File: src/rtl/ssd_scan_multi.sv
// Multi-digit seven-segment scan controller: blanking gap, per-digit
// enable, PWM duty and frame-synchronous shadow update.
//
// Ports:
//   clk_s, rst_s      clock, synchronous active-high reset
//   seg_in            DIGITS active-low segment bytes (digit d at [8d+7:8d])
//   load              capture seg_in; applied at the next frame boundary
//   digit_en          live per-digit enable
//   brightness        duty code, latched at frame boundaries
//   sout_s            registered shared segment bus, active-low
//   anode_s           registered one-cold anodes, active-low
//   frame_done        registered pulse for the last cycle of each frame
module ssd_scan_multi #(
  parameter int DIGITS       = 4,
  parameter int SLOT_CYCLES  = 8000,
  parameter int BLANK_CYCLES = 1000,
  parameter int BRIGHT_W     = 4
) (
  input  logic                  clk_s,
  input  logic                  rst_s,
  input  logic [8*DIGITS-1:0]   seg_in,
  input  logic                  load,
  input  logic [DIGITS-1:0]     digit_en,
  input  logic [BRIGHT_W-1:0]   brightness,
  output logic [7:0]            sout_s,
  output logic [DIGITS-1:0]     anode_s,
  output logic                  frame_done
);

  localparam int DRIVE = SLOT_CYCLES - BLANK_CYCLES;
  localparam int SW    = $clog2(SLOT_CYCLES);
  localparam int DW    = (DIGITS > 1) ? $clog2(DIGITS) : 1;
  // Wide enough for DRIVE * 2^BRIGHT_W and for BLANK + ON_LEN.
  localparam int PW    = $clog2(SLOT_CYCLES + 1) + BRIGHT_W + 1;

  logic [SW-1:0]         slot_q, slot_d;
  logic [DW-1:0]         dig_q, dig_d;
  logic [8*DIGITS-1:0]   shadow_q, shadow_d;
  logic [8*DIGITS-1:0]   pend_q, pend_d;
  logic                  pflag_q, pflag_d;
  logic [BRIGHT_W-1:0]   bright_q, bright_d;
  logic [7:0]            sout_q, sout_d;
  logic [DIGITS-1:0]     anode_q, anode_d;
  logic                  fdone_q, fdone_d;

  logic                  slot_wrap;
  logic                  dig_last;
  logic                  boundary;
  logic [PW-1:0]         prod;
  logic [PW-1:0]         on_len;
  logic [PW-1:0]         c_ext;
  logic                  in_win;
  logic                  lit;
  logic [7:0]            cur_byte;

  assign slot_wrap = (slot_q == SW'(SLOT_CYCLES - 1));
  assign dig_last  = (dig_q == DW'(DIGITS - 1));
  assign boundary  = slot_wrap && dig_last;

  // Counters
  always_comb begin
    slot_d = slot_q + SW'(1);
    dig_d  = dig_q;
    if (slot_wrap) begin
      slot_d = '0;
      dig_d  = dig_last ? '0 : dig_q + DW'(1);
    end
  end

  // Pending capture and frame-boundary shadow/brightness update.
  // A load in the boundary cycle bypasses pend and lands in shadow.
  always_comb begin
    pend_d   = pend_q;
    pflag_d  = pflag_q;
    shadow_d = shadow_q;
    bright_d = bright_q;
    if (load) begin
      pend_d  = seg_in;
      pflag_d = 1'b1;
    end
    if (boundary) begin
      bright_d = brightness;
      pflag_d  = 1'b0;
      if (load)
        shadow_d = seg_in;
      else if (pflag_q)
        shadow_d = pend_q;
    end
  end

  // Drive window within the slot
  always_comb begin
    prod   = PW'(DRIVE) * (PW'(bright_q) + PW'(1));
    on_len = prod >> BRIGHT_W;
    c_ext  = PW'(slot_q);
    in_win = (c_ext >= PW'(BLANK_CYCLES)) &&
             (c_ext <  PW'(BLANK_CYCLES) + on_len);
  end

  always_comb begin
    cur_byte = 8'hFF;
    lit      = 1'b0;
    for (int i = 0; i < DIGITS; i++) begin
      if (dig_q == DW'(i)) begin
        cur_byte = shadow_q[8*i +: 8];
        lit      = in_win && digit_en[i];
      end
    end
  end

  always_comb begin
    anode_d = '1;
    for (int i = 0; i < DIGITS; i++)
      anode_d[i] = ~(lit && (dig_q == DW'(i)));
    sout_d  = lit ? cur_byte : 8'hFF;
    fdone_d = boundary;
  end

  always_ff @(posedge clk_s) begin
    if (rst_s) begin
      slot_q   <= '0;
      dig_q    <= '0;
      shadow_q <= '1;
      pend_q   <= '1;
      pflag_q  <= 1'b0;
      bright_q <= '1;
      sout_q   <= 8'hFF;
      anode_q  <= '1;
      fdone_q  <= 1'b0;
    end else begin
      slot_q   <= slot_d;
      dig_q    <= dig_d;
      shadow_q <= shadow_d;
      pend_q   <= pend_d;
      pflag_q  <= pflag_d;
      bright_q <= bright_d;
      sout_q   <= sout_d;
      anode_q  <= anode_d;
      fdone_q  <= fdone_d;
    end
  end

  assign sout_s     = sout_q;
  assign anode_s    = anode_q;
  assign frame_done = fdone_q;

endmodule
File: config.mk
export PLATFORM = sky130hd
export DESIGN_NAME = ssd_scan_multi
export DESIGN_NICKNAME = d
export VERILOG_FILES = /design/src/rtl/ssd_scan_multi.sv
export SDC_FILE = /design/constraint.sdc
export NUM_CORES = 1
export LEC_CHECK = 0
export CAP_MARGIN = 20
export CORE_MARGIN = 2
export CORE_UTILIZATION = 50
export DETAILED_ROUTE_END_ITERATION = 8
export GPL_ROUTABILITY_DRIVEN = 0
export GPL_TIMING_DRIVEN = 0
export PLACE_DENSITY = 0.75
export SLEW_MARGIN = 20
export SYNTH_ARGS = -nofsm -noshare
export SYNTH_HDL_FRONTEND = slang
export SYNTH_SLANG_ARGS = --single-unit
File: constraint.sdc
create_clock -name clk_s -period 7.7 [get_ports clk_s]
set_input_delay 2.31 -clock clk_s [delete_from_list [all_inputs] [get_ports clk_s]]
set_output_delay 2.31 -clock clk_s [all_outputs]
set_load 0.02 [all_outputs]
Word level (Yosys, flattened, before mapping)
Index checks and enable logic that the tools add are counted.
- output and inout bits: 13
- register bits: 97
- logic and storage cells: 52
- bits of input ports: 43
- $mul: 1
- eq/ne operators: 4
- magnitude comparators: 2
- multiplexer cells: 11
- bitwise operators: 5
- reductions and logical operators: 16
- add/sub/neg operators: 4
- operators by type and width (kind ; count):
    $mux W32 ; 2
    $mux W8 ; 4
    $add A10 B14 Y15 const A ; 1
    $lt A13 B15 Y1 ; 1
    $mul A10 B5 Y15 const A ; 1
    $add A13 B1 Y13 const B ; 1
    $eq A13 B13 Y1 const B ; 1
    $ge A13 B10 Y1 const B ; 1
    $logic_and A1 B1 Y1 ; 10
    $reduce_or A2 Y1 ; 3
    $add A4 B1 Y5 const B ; 1
    $not A1 Y1 ; 5
    $eq A2 B2 Y1 const B ; 2
    $mux W1 ; 4
    $add A2 B1 Y2 const B ; 1
    $eq A2 B1 Y1 const B ; 1
    $logic_not A2 Y1 ; 1
    $mux W2 ; 1
    $reduce_and A2 Y1 ; 1
    $reduce_bool A2 Y1 ; 1

Depth between registers and ports, before layout
- depth in word-level cells: 12
- gate-level depth with buffers: 25

Worst setup path after synthesis
No wires, ideal clock.
- path type: register -> register
- start point: reg bright_q[0]
- end point: reg anode_q[1] (netlist: anode_s[1])
- clock period less this slack: 5.286 ns
- cell stages (with the launch flop): 25
- path slack: 2.414 ns
- path buffers: 2
- data required time: 7.555 ns
- setup time: 0.145 ns
- arrival time: 5.141 ns
- cells stage by stage: dfxtp_1 ha_1 xor2_1 ha_1 inv_1 fa_1 inv_1 fa_1 ha_1 buf_2 a21oi_1 a21oi_1 or2_2 or3_1 o21ai_0 xnor2_1 ha_1 o21a_1 o21ai_0 nand2b_1 a21oi_1 o21ai_0 o21ai_0 clkbuf_1 o2111ai_1
- cells in the longest elaborated chain, start to end: 12
- RTL lines (item ; RTL line ; source):
    start: declaration ; 41 ; logic [BRIGHT_W-1:0] bright_q, bright_d;
    start signal: assignment ; 136 ; bright_q <= bright_d;
    $add A4 B1 Y5 (*) ; 93 ; prod = PW'(DRIVE) * (PW'(bright_q) + PW'(1));
    $mul A10 B5 Y15 (*) ; 93 ;
    $add A10 B14 Y15 (*) ; 97 ; (c_ext < PW'(BLANK_CYCLES) + on_len);
    $lt A13 B15 Y1 (*) ; 97 ;
    $logic_and A1 B1 Y1 (*) ; 96 ; in_win = (c_ext >= PW'(BLANK_CYCLES)) &&
    $logic_and A1 B1 Y1 ; 106 ; lit = in_win && digit_en[i];
    $mux W1 (3 in a row) ; 104 ; if (dig_q == DW'(i)) begin
    $mux W1 (*) ; 104 ;
    $logic_and A1 B1 Y1 (*) ; 114 ; anode_d[i] = ~(lit && (dig_q == DW'(i)));
    $not A1 Y1 (*) ; 114 ;
    end signal: assignment ; 138 ; anode_q <= anode_d;
    end: declaration ; 43 ; logic [DIGITS-1:0] anode_q, anode_d;
Every way passes the cells marked *; elsewhere a longest branch is shown, timed or not.
A chain may end at the register's enable or synchronous reset.

Worst setup path after layout
Ends and elaborated chain as after synthesis.

==> results.yml <==
sta:
  hold_viol_final: 0
  finClkSkew_ps: 12.4
  rsz0062_at_grt: "no"
  slew_headroom: 0.459
  fin_crit_sh: 0.775
  clock.fmax_mhz: 168
  finalSetupViolations: 0
  slew_viol_final: 0
  tns_ps: 0
  period_minus_slack_ps: 5970
  worst_slew_pin_slew_ps: 811
yosys:
  syn_area_per_cell_um2: 8.71
  ys_seq_elements: 97
  synth_common_cells: "dfxtp_1, nand2_1, ha_1, inv_1, nor2_1"
  synth_top_cell_area_share: 0.349
  syn_inst: 639
  synth_cell_types: 56
  async_flop_share: 0
  synth_edf_count: 0
  netlist_top_cells_area: "dfxtp_1, ha_1, mux2i_1"
  syn_area_um2: 5570
  syn-num-nets: 735
  yosysTopAreaCell: "dfxtp_1"
  synthFlopType: "dfxtp_1"
  yosysMostFrequentCell: "dfxtp_1"
  ys_seq_area_frac: 0.349
  ys_warn_count: 0
critical_path:
  cp-end-kind: "flop"
  r2r-start: "bright_q[0]$_SDFFE_PP1P_"
  cp_cell_sequence: "ha_1, xor2_1, ha_1, inv_1, fa_1, inv_1, fa_1, ha_1, buf_2, a21oi_1, a21oi_1, or2_2, or3_1, o21ai_0, xnor2_1, ha_1, o21a_1, o21ai_0, nand2b_1, a21oi_1, o21ai_0, o21ai_0, clkbuf_1, o2111ai_1"
  worstPathMaxFanout: 10
  critPathLaunch: "bright_q[0]$_SDFFE_PP1P_"
  critPathArrivalTime_ps: 6190
  cp.required_ps: 7920
  cpPeakStageDelay_ps: 540
  start_kind: "flop"
  critPathKind: "reg2reg"
  cp_slowest_cell: "dfxtp_1"
detailed_routing:
  detail-route-antenna-nets: 0
  finalWirelength_mm: 12.6
  drtIter0Drc: 231
  firstDrtPassIters: 5
  wl_per_cell_um: 14.8
  drc_errors: 0
  via_per_inst: 5.53
  via_count: 4696
clocking:
  ctsHoldBuffers: 0
  clkSinkCount: 97
  cts_made_buffers: 9
  cts_resized: 0
  post_cts_buffers: 0
  clkTransAtPathRegs_ps: 100
  cts_buffer_depth: 2
  cts_tree: "built"
  clk_latency_ps: 370
  h-tree-depth: 3
  clockRootBuffer: "clkbuf_8"
layout:
  seq_area_um2: 1940
  multiInputGateArea_um2: 3300
  nNetsFinal: 800
  antenna_cells: 0
  drive_gt1_frac: 0.0494
  nFillCells: 986
  syn_to_final_growth_pct: 16.1
  final_util: 0.596
die:
  initial_core_util: 0.514
  core_um2: 10800
  pin_count: 56
  dieArea_um2: 12000
  die_width_um: 110
  die_y_um: 110
  rows: 38
pwr:
  power_density_nw_per_um2: 137
  power_uw: 888
  p_leak_uw: 0.00291
  ir_worst_vdd_v: 0.000128
grt:
  track_usage: 0.222
  grt_pass1_wl_mm: 21.0
  antenna_found_initial: 0
  grt_max_degree: 18
  grt_overflow: 0
  grt_pass1_vias: 4651
outcome:
  status: "completed"
placement:
  port_buffers: 54
  dp_hpwl_mm: 10.0
job:
  maxCapViolCount: 0
min_path:
  hp-start: "shadow_q[27]$_SDFFE_PP1P_"
  hold_class: "reg2reg"
## report_power, final
| group | internal, µW | switching [µW] |
|---|---|---|
| sequential | 513 | 4.76 |
| combinational | 33.2 | 29.6 |
| clock | 122 | 185 |
## through the flow
| stage | hold WS (ps) | area (µm²) | worst slack, ps | instances |
|---|---|---|---|---|
| global route | 493 | 6460 | 1180 | 849 |
| finish | 468 | 6460 | 1730 | 849 |
| global placement | 438 | 6280 | 1820 | 833 |
| floorplan | 430 | 5570 | 2410 | 639 |
| CTS | 469 | 6460 | 1760 | 849 |
| detailed placement | 445 | 6280 | 1780 | 833 |
## cells by family (layout without fill, tap and decap cells)
group	Yosys count	in the layout	synth area share
buf+inv	79	149	0.0584
fa+ha+maj	53	53	0.130
xor+xnor	26	26	0.0409
flops	97	97	0.349
simple gates	203	203	0.176
compound gates	144	144	0.179
mux	37	37	0.0668
## worst max-delay path: cells and delay by family, from the launching register on
family	cells	cell delay [ps]
AO/OA/AOI/OAI	9	1580
XOR/XNOR	2	410
adder cells (fa/ha/maj)	6	1950
buffers and inverters	4	600
flip-flops	1	540
AND/OR/NAND/NOR	3	730
## state kept, by name, summed over array words and instances (netlist names)
| signal | flops |
|---|---|
| slot_q | 13 |
| shadow_q | 32 |
| anode_s | 4 |
| pflag_q | 1 |
| sout_s | 8 |
| dig_q | 2 |
| bright_q | 4 |
| pend_q | 32 |
| frame_done | 1 |
## cell type report
class	count	area share
inverters	43	0.0250
clock buffers	10	0.0197
plain buffers	36	0.0254
multi-input cells	463	0.511
repair buffers	54	0.0836
flip-flops and latches	97	0.300
clock inverters	6	0.00813
well taps	140	0.0271
## cell usage in the layout, fill, tap and decap left out, types with 7 or more instances in the layout
master	count
nor2b_1	14
dfxtp_1	97
a211o_1	7
o2111ai_1	7
fa_1	8
xor2_1	9
nand2b_1	7
inv_1	42
buf_2	8
a21oi_1	25
clkbuf_8	9
nand2_1	82
clkbuf_1	23
clkdlybuf4s50_1	54
nor2_1	41
nand3_1	8
a221oi_1	11
mux2i_1	36
xnor2_1	17
o21ai_0	34
ha_1	45
o211ai_1	31
and3_1	14
## worst paths after layout
path / to / slack (ps) / depth (start not counted)
worst max-delay path: anode_s[1]$_SDFF_PP1_ / 1730 / 24
worst min-delay path: shadow_q[27]$_SDFFE_PP1P_ / 470 / 1
worst max register to register: anode_s[1]$_SDFF_PP1_ / 1730 / 24
worst min register to register: shadow_q[27]$_SDFFE_PP1P_ / 470 / 1
## layer usage
layer / vias up / track usage / share of wire
met5: - / 0 / 0
met4: 0 / 0.0868 / 0.023
met3: 23 / 0.0391 / 0.037
met2: 92 / 0.406 / 0.51
met1: 2209 / 0.254 / 0.43
li1: 2372 / - / -
Note: power is estimated with default switching activity, not from simulation.
